**src/rtl/servant_loader_pkg.sv**
```systemverilog
// Shared types and constants for the servant boot loader.
// The CSUM state is only reachable when SERVANT_LOADER_CHECKSUM_EN is defined.
package servant_loader_pkg;
  typedef enum logic [2:0] {
    HDR   = 3'd0,
    DATA  = 3'd1,
    WRITE = 3'd2,
    CSUM  = 3'd3,
    DONE  = 3'd4,
    ERR   = 3'd5
  } state_t;

  localparam logic [3:0] WB_SEL_ALL = 4'hF;
  localparam logic [1:0] MEM_REGION = 2'b00;
endpackage

```
**src/rtl/servant_wb_loader_if.sv**
```systemverilog
// Write-only Wishbone initiator port of the loader (CPU-side interconnect port).
interface servant_wb_loader_if;
  logic [31:0] adr;
  logic [31:0] dat;
  logic [3:0]  sel;
  logic        we;
  logic        cyc;
  logic        ack;

  modport master (output adr, dat, sel, we, cyc, input ack);
  modport slave  (input adr, dat, sel, we, cyc, output ack);
endinterface

```
**src/rtl/servant_byte_packer.sv**
```systemverilog
// Assembles four bytes into a little-endian word; strobes on the 4th byte.
module servant_byte_packer (
  input  logic        i_clk,
  input  logic        i_clr,
  input  logic        i_en,
  input  logic [7:0]  i_byte,
  output logic        o_word_done,
  output logic [31:0] o_word
);
  logic [1:0]  r_idx;
  logic [31:0] r_word;

  // The word already includes the byte being accepted, so the strobe cycle sees it complete.
  always_comb begin
    o_word = r_word;
    o_word[{r_idx, 3'b000} +: 8] = i_byte;
  end

  assign o_word_done = i_en && (r_idx == 2'd3);

  always_ff @(posedge i_clk) begin
    if (i_clr) begin
      r_idx  <= 2'd0;
      r_word <= 32'd0;
    end else if (i_en) begin
      r_idx  <= r_idx + 2'd1;
      r_word <= o_word;
    end
  end
endmodule

```
**src/rtl/servant_wb_loader.sv**
```systemverilog
// Boot loader: byte stream -> sequential Wishbone word writes, holds the CPU in reset until done.
// Optional trailing XOR checksum byte when SERVANT_LOADER_CHECKSUM_EN is defined.
module servant_wb_loader
  import servant_loader_pkg::*;
#(
  parameter logic [31:0] BASE_ADR  = 32'h0000_0000,
  parameter int          MAX_WORDS = 2048,
  parameter int          CNT_WIDTH = 16
) (
  input  logic                i_clk,
  input  logic                i_rst,
  input  logic [7:0]          i_rx_data,
  input  logic                i_rx_valid,
  output logic                o_rx_ready,
  servant_wb_loader_if.master io_wb,
  output logic                o_cpu_rst,
  output logic                o_busy,
  output logic                o_done,
  output logic                o_err
);
`ifdef SERVANT_LOADER_CHECKSUM_EN
  localparam state_t S_FINAL = CSUM;
  localparam bit     CSUM_EN = 1'b1;
`else
  localparam state_t S_FINAL = DONE;
  localparam bit     CSUM_EN = 1'b0;
`endif

  state_t                 r_state, w_state_nxt;
  logic                   r_cyc;
  logic [31:0]            r_adr;
  logic [31:0]            r_dat;
  logic [CNT_WIDTH-1:0]   r_cnt;
  logic                   w_acc;
  logic                   w_pack_en;
  logic                   w_word_done;
  logic [31:0]            w_word;
  logic                   w_clr;

  assign o_rx_ready = (r_state == HDR) || (r_state == DATA) || (CSUM_EN && (r_state == CSUM));
  assign w_acc      = i_rx_valid && o_rx_ready;
  assign w_pack_en  = w_acc && ((r_state == HDR) || (r_state == DATA));
  // Byte index restarts on every state entry.
  assign w_clr      = i_rst || (w_state_nxt != r_state);

  servant_byte_packer u_packer (
    .i_clk       (i_clk),
    .i_clr       (w_clr),
    .i_en        (w_pack_en),
    .i_byte      (i_rx_data),
    .o_word_done (w_word_done),
    .o_word      (w_word)
  );

`ifdef SERVANT_LOADER_CHECKSUM_EN
  logic [7:0] r_csum;
  logic       w_csum_ok;

  assign w_csum_ok = (i_rx_data == r_csum);

  always_ff @(posedge i_clk) begin
    if (i_rst)
      r_csum <= 8'd0;
    else if ((r_state == DATA) && w_acc)
      r_csum <= r_csum ^ i_rx_data;
  end
`endif

  always_comb begin
    w_state_nxt = r_state;
    case (r_state)
      HDR: if (w_word_done) begin
        if (w_word == 32'd0)
          w_state_nxt = S_FINAL;
        else if (w_word > 32'(MAX_WORDS))
          w_state_nxt = ERR;
        else
          w_state_nxt = DATA;
      end
      DATA:  if (w_word_done) w_state_nxt = WRITE;
      WRITE: if (io_wb.ack) w_state_nxt = (r_cnt == CNT_WIDTH'(1)) ? S_FINAL : DATA;
`ifdef SERVANT_LOADER_CHECKSUM_EN
      CSUM:  if (w_acc) w_state_nxt = w_csum_ok ? DONE : ERR;
`endif
      default: w_state_nxt = r_state;
    endcase
  end

  always_ff @(posedge i_clk) begin
    if (i_rst) begin
      r_state <= HDR;
      r_cyc   <= 1'b0;
      r_adr   <= BASE_ADR;
      r_dat   <= 32'd0;
      r_cnt   <= '0;
    end else begin
      r_state <= w_state_nxt;
      // cyc tracks WRITE exactly, so it drops in the same update that consumes the ack.
      r_cyc   <= (w_state_nxt == WRITE);
      if ((r_state == HDR) && w_word_done)
        r_cnt <= w_word[CNT_WIDTH-1:0];
      if ((r_state == DATA) && w_word_done)
        r_dat <= w_word;
      if ((r_state == WRITE) && io_wb.ack) begin
        r_adr <= r_adr + 32'd4;
        r_cnt <= r_cnt - CNT_WIDTH'(1);
      end
    end
  end

  assign io_wb.adr = r_adr;
  assign io_wb.dat = r_dat;
  assign io_wb.sel = WB_SEL_ALL;
  assign io_wb.we  = 1'b1;
  assign io_wb.cyc = r_cyc;

  assign o_done    = (r_state == DONE);
  assign o_err     = (r_state == ERR);
  assign o_cpu_rst = (r_state != DONE);
  assign o_busy    = (r_state == DATA) || (r_state == WRITE) || (r_state == CSUM);
endmodule

```
**src/flat_wrapper.sv**
```systemverilog
// flat-port wrapper written by rule: the top's interface ports become plain ports
module servant_wb_loader_flat import servant_loader_pkg::*;
#(
  parameter logic [31:0] BASE_ADR  = 32'h0000_0000,
  parameter int          MAX_WORDS = 2048,
  parameter int          CNT_WIDTH = 16
)
  (i_clk, i_rst, i_rx_data, i_rx_valid, o_rx_ready, o_cpu_rst, o_busy, o_done, o_err, io_wb_adr, io_wb_dat, io_wb_sel, io_wb_we, io_wb_cyc, io_wb_ack);
  servant_wb_loader_if io_wb_i ();
  input  logic i_clk;
  input  logic i_rst;
  input  logic [7:0] i_rx_data;
  input  logic i_rx_valid;
  output logic o_rx_ready;
  output logic o_cpu_rst;
  output logic o_busy;
  output logic o_done;
  output logic o_err;
  output wire logic [$bits(io_wb_i.adr)-1:0] io_wb_adr;
  output wire logic [$bits(io_wb_i.dat)-1:0] io_wb_dat;
  output wire logic [$bits(io_wb_i.sel)-1:0] io_wb_sel;
  output wire logic [$bits(io_wb_i.we)-1:0] io_wb_we;
  output wire logic [$bits(io_wb_i.cyc)-1:0] io_wb_cyc;
  input wire logic [$bits(io_wb_i.ack)-1:0] io_wb_ack;
  assign io_wb_adr = io_wb_i.adr;
  assign io_wb_dat = io_wb_i.dat;
  assign io_wb_sel = io_wb_i.sel;
  assign io_wb_we = io_wb_i.we;
  assign io_wb_cyc = io_wb_i.cyc;
  assign io_wb_i.ack = io_wb_ack;
  servant_wb_loader #(.BASE_ADR(BASE_ADR), .MAX_WORDS(MAX_WORDS), .CNT_WIDTH(CNT_WIDTH)) u_core (.i_clk(i_clk), .i_rst(i_rst), .i_rx_data(i_rx_data), .i_rx_valid(i_rx_valid), .o_rx_ready(o_rx_ready), .io_wb(io_wb_i), .o_cpu_rst(o_cpu_rst), .o_busy(o_busy), .o_done(o_done), .o_err(o_err));
endmodule
```
**config.mk**
```make
export PLATFORM = sky130hd
export DESIGN_NAME = servant_wb_loader_flat
export DESIGN_NICKNAME = d
export VERILOG_FILES = /design/src/rtl/servant_loader_pkg.sv /design/src/rtl/servant_wb_loader_if.sv /design/src/rtl/servant_byte_packer.sv /design/src/rtl/servant_wb_loader.sv /design/src/flat_wrapper.sv
export SDC_FILE = /design/constraint.sdc
export NUM_CORES = 1
export LEC_CHECK = 0
export ABC_CLOCK_PERIOD_IN_PS = 9400
export BUFFER_PORTS_ARGS = -buffer_cell sky130_fd_sc_hd__buf_2
export CAP_MARGIN = 20
export CORE_MARGIN = 1
export CORE_UTILIZATION = 36
export DETAILED_ROUTE_END_ITERATION = 6
export GPL_TIMING_DRIVEN = 0
export SKIP_CTS_REPAIR_TIMING = 1
export SKIP_LAST_GASP = 1
export SYNTH_ARGS = -nofsm -noshare
export SYNTH_HDL_FRONTEND = slang
export SYNTH_SLANG_ARGS = --single-unit
```
**constraint.sdc**
```tcl
create_clock -name i_clk -period 9.4 [get_ports i_clk]
set_input_delay 2.35 -clock i_clk [delete_from_list [all_inputs] [get_ports i_clk]]
set_output_delay 2.35 -clock i_clk [all_outputs]
set_load 0.005 [all_outputs]
```
-- Yosys cells after proc, flatten, opt, wreduce, memory -nomap -nowiden
Cells that the tools add are included.
- flip-flop bits (word level): 118
- output and inout bits: 75
- $add $sub $neg: 4
- $lt $le $gt $ge: 1
- equality and inequality tests: 10
- shift operators: 2
- muxes and demuxes: 10
- reduce and logical (&&, ||, !) cells: 13
- operators by type and width (cell ; count):
    adder 32 x 3 -> 32 bit (second input constant) ; 1
    bitwise mux 32 bit ; 1
    greater-than comparator 32 x 12 -> 1 bit (second input constant) ; 1
    zero test 32 bit ; 1
    2-to-1 mux 16 bit ; 2
    variable shift 8 x 7 -> 32 bit (first input constant) ; 1
    indexed part select 8 x 7 -> 32 bit ; 1
    2-to-1 mux 3 bit ; 6
    == test 16 x 1 -> 1 bit (second input constant) ; 1
    subtractor 16 x 1 -> 16 bit (second input constant) ; 1
    == test 3 x 2 -> 1 bit (second input constant) ; 3
    one-hot mux 3 bit (3 select lines) ; 1
    negator 5 -> 7 bit ; 1
    == test 3 bit (second input constant) ; 2
    logical AND 1 bit ; 6
    logical OR 1 bit ; 4
    == test 3 x 1 -> 1 bit (second input constant) ; 1
    zero test 3 bit ; 1
    != test 3 bit ; 1
    != test 3 bit (second input constant) ; 1
    adder 2 x 1 -> 2 bit (second input constant) ; 1
    == test 2 bit (second input constant) ; 1
    nonzero test 2 bit ; 1

-- Logic depth before layout (Yosys ltp)
- word-level depth: 10
- depth in mapped cells: 11

-- By module
A second synthesis with hierarchy kept.
- cell total of the unflattened synthesis: 703
- area total of the unflattened synthesis: 5769.3 um^2
- modules (own cells, without submodules) (module ; instances ; cells each ; area each (um^2) ; sequential area each (um^2)):
    servant_wb_loader ; 1 ; 490 ; 3978.8 ; 1641.6
    servant_byte_packer ; 1 ; 213 ; 1790.5 ; 680.7

-- Worst setup path before layout
Ideal clock, no wire load.
- kind: input port to flip-flop
- from: in i_rx_data[2]
- to: reg u_core.u_packer.r_word[10]
- setup time: 104 ps
- arrival: 4382 ps
- slack: 4914 ps
- stages: 7
- buffers on the path: 1
- cells stage by stage: or4_4 -> o21ai_2 -> o221ai_1 -> or4b_4 -> o311a_4 -> buf_6 -> a2111oi_2
- word-level cells in the longest chain between the ends: 9
- RTL lines (item ; line ; RTL):
    start, declared ; flat_wrapper.sv:12 ; input logic [7:0] i_rx_data;
    indexed part select 8 x 7 -> 32 bit (*) ; servant_byte_packer.sv:16 ; o_word[{r_idx, 3'b000} +: 8] = i_byte;
    bitwise mux 32 bit (*) ; servant_byte_packer.sv:16 ;
    greater-than comparator 32 x 12 -> 1 bit ; servant_wb_loader.sv:75 ; else if (w_word > 32'(MAX_WORDS))
    2-to-1 mux 3 bit ; servant_wb_loader.sv:75 ;
    2-to-1 mux 3 bit ; servant_wb_loader.sv:73 ; if (w_word == 32'd0)
    2-to-1 mux 3 bit ; servant_wb_loader.sv:72 ; HDR: if (w_word_done) begin
    one-hot mux 3 bit (3 select lines) ; servant_wb_loader.sv:71 ; case (r_state)
    != test 3 bit ; servant_wb_loader.sv:44 ; assign w_clr = i_rst || (w_state_nxt != r_state);
    logical OR 1 bit ; servant_wb_loader.sv:44 ;
    end signal, assigned ; servant_byte_packer.sv:27 ; r_word <= o_word;
    end, declared ; servant_byte_packer.sv:11 ; logic [31:0] r_word;
Every way passes the cells marked *; elsewhere a longest branch is shown, timed or not.
A chain may end at the register's enable or synchronous reset.

-- Worst setup path in the final report
- from: in i_rx_data[4]
- to: reg u_core.u_packer.r_word[22]
The elaborated chain is that of the path after synthesis.

==> run metrics <==
Die H 125 µm; Setup Total Neg Slack 0 ns; grt met1 use 0.256; sequential fraction of the synthesis area 0.428; compound-cell area share of the yosys netlist 0.207; Sw Ratio 0.238; GRT met3 Usage 0.0507; crit path DAT 4.98 ns; failing checks DRC; met2 usage 0.323; DRC errors left 18; vias per cell 5.43; Worst Setup End Kind register; top-area cell type share of the netlist area 0.428; logic gate share of total power 0.091; CTS Buf Count 17; total gr overflow 0; CTS Buffer Depth 2; TritonCTS clock tree done; largest net degree at the start of global routing 17; PwrDens 191 nW/µm²; Avg Synthesized Cell Area 8.70 µm²; Synth Area in XOR/XNOR 0.0420; post-synthesis mux area share 0.00369; status finished with violations; Final #Nets 749; CTS sink count 116; Hold Path Class register to register; RSZ-0062 raised after global routing no; CP max FO 10; Crit Path Category input port to register; Worst-Skew Late Latency 0.42 ns; Synth Area in Adders 0.0184; top-count cell post-synth dfxtp_1; final count of hold timing violations 0; Top FF cell, synth dfxtp_1; first-pass GRT wire length 24.8 mm; Max-Cap Viols 0; Final Cycle Share 0.496; Post-synth EDFFs 0; Int Pwr 974 µW; DRT iter0 DRCs 326; I/O pin total 87; Die X 125 µm; DR vias 5,021; Syn Inst Count 624; grt peak-use layer met2; # port buffers 79; max-slew violation count 0; drt total wl 15.4 mm; drt pass-1 iters 7; sequential power share 0.398; total power 1280 µW; synth unique cells 57; Root Buffer clkbuf_16; Diodes inserted 0; Starting Density 0.371; Slew headroom 0.205; Worst Path Required 9.71 ns; cell type with the largest total area after synthesis dfxtp_1; H-tree Lvls 4; Post-DRT Antenna Nets 0; Setup crit start kind input port; Die ar. 15,600 µm²; Synth-to-Final Area Change 23.1%; WL per Instance 16.6 µm; Fmax 0.214 GHz; HPWL Detailed 11.2 mm; Rows 44; Worst-Margin Slew 1.19 ns; initial antenna violation count 0; Leak Pwr 0.00264 µW; power share of the clock group 0.511; clk_skew 0.0100 ns; Synthesis Warnings 0; share of cells above drive strength 1 0.204; Hold Slack 0.454 ns; Commonest cells post-synth dfxtp_1 (116), nor2_1 (110), a21oi_1 (44); All-Layer GR Usage 0.204; Core Region 14,600 µm²; Cell Area, Placed 6070 µm²; Max IR drop VDD 0.000120 V; asr flop ratio synth 0; Post-Synth Simple-Gate Area 0.253; r2r setup slk 5.76 ns; post-layout min period 4.67 ns; Netlist Area Pre-Place 5430 µm²; clock-pin slew on the worst setup and hold paths 0.05 ns; RD Place Congestion 0.900; largest family of logic cells by synthesized area simple AND/OR/NAND/NOR gates; flops & latches, synth 116; final instance area 6680 µm²; sw power 305 µW; vias in the first global route 4,758; setup violators final 0; main area contributors after synthesis dfxtp_1 (43%), nor2_1 (7.6%), a2111oi_2 (5.3%)
-- per-layer routing --
layer / vias to the layer above / part of all wire
met4: 0 / 0.023
met3: 29 / 0.059
li1: 2460 / -
met5: - / 0
met2: 156 / 0.46
met1: 2376 / 0.46
-- worst max-delay path: stages --
cell and delay, ns:
buf_2 0.13, nor2b_1 0.21, a31oi_1 0.67, nand4_1 0.17, or4b_4 0.60, o311a_4 0.37
buf_6 0.17, a2111oi_2 0.29
-- state kept, by name, indices dropped and copies added (netlist names) --
signal and cells:
u_core.r_cnt 16, u_core.u_packer.r_idx 2, u_core.io_wb.adr 30, u_core.io_wb.cyc 1, u_core.u_packer.r_word 32, u_core.r_state 3
u_core.io_wb.dat 32
-- logic make-up (layout without fill, tap and decap cells) --
| kind of cell | count (synthesis) | in the layout |
|---|---|---|
| buffers and inverters | 56 | 168 |
| and+or+nand+nor | 268 | 268 |
| adders and majority gates | 8 | 8 |
| muxes | 2 | 2 |
| AOI/OAI and AO/OA | 146 | 146 |
| xor gates and xnor gates | 26 | 26 |
| other | 2 | 7 |
| DFF | 116 | 116 |
-- cells in the final DEF, fill, tap and decap left out, types with 5 or more instances in the layout --
| cell type | instances |
|---|---|
| a31oi_1 | 11 |
| clkbuf_16 | 17 |
| nand3_1 | 19 |
| a2111oi_2 | 19 |
| and3_1 | 16 |
| nor2_1 | 110 |
| buf_4 | 7 |
| or2_2 | 6 |
| xor2_1 | 14 |
| conb_1 | 7 |
| a21oi_1 | 44 |
| o21ai_0 | 11 |
| nor3_1 | 12 |
| nor2b_1 | 30 |
| o22ai_1 | 6 |
| or4_1 | 8 |
| inv_1 | 7 |
| nand2_1 | 25 |
| nand4_1 | 7 |
| clkbuf_1 | 38 |
| or3_1 | 7 |
| and4_1 | 7 |
| xnor2_1 | 12 |
| dfxtp_1 | 116 |
| a211oi_1 | 30 |
| clkinv_2 | 5 |
| buf_2 | 81 |
| ha_1 | 8 |
-- worst paths after layout --
path | from | endpoint | cells after the start
hold reg to reg | u_core.io_wb.dat[25]$_SDFFE_PP0P_ | u_core.io_wb.dat[25]$_SDFFE_PP0P_ | 2
hold / removal | u_core.io_wb.dat[25]$_SDFFE_PP0P_ | u_core.io_wb.dat[25]$_SDFFE_PP0P_ | 2
setup reg to reg | u_core.u_packer.r_idx[0]$_SDFFE_PP0P_ | u_core.u_packer.r_word[22]$_SDFFE_PP0P_ | 10
setup / recovery | i_rx_data[4] | u_core.u_packer.r_word[22]$_SDFFE_PP0P_ | 8
-- through the flow --
stage | setup slack (ns) | util | instances
final | 4.73 | 0.456 | 925
after global routing | 4.57 | 0.456 | 925
after CTS | 4.76 | 0.456 | 923
after detailed placement | 4.34 | 0.415 | 892
after global placement | 4.41 | 0.415 | 892
after floorplan | 4.91 | - | 629
-- area by class of cell --
cell class,count,area (µm²)
fillers,1409,7960
plain buffers,49,226
inverters,7,26.3
repair buffers,81,405
multi-input cells,457,2870
well taps,184,230
flip-flops and latches,116,2320
clock inverters,10,130
clock buffers,21,470
-- power by group through the flow --
stage	registers [µW]	clock network, µW	logic (µW)
after detailed placement	518	0	115
final	508	653	117
after floorplan	516	0	80.1
after CTS	508	665	115
after global routing	509	687	126
after global placement	517	0	113
Power figures use the tool's default switching activity.
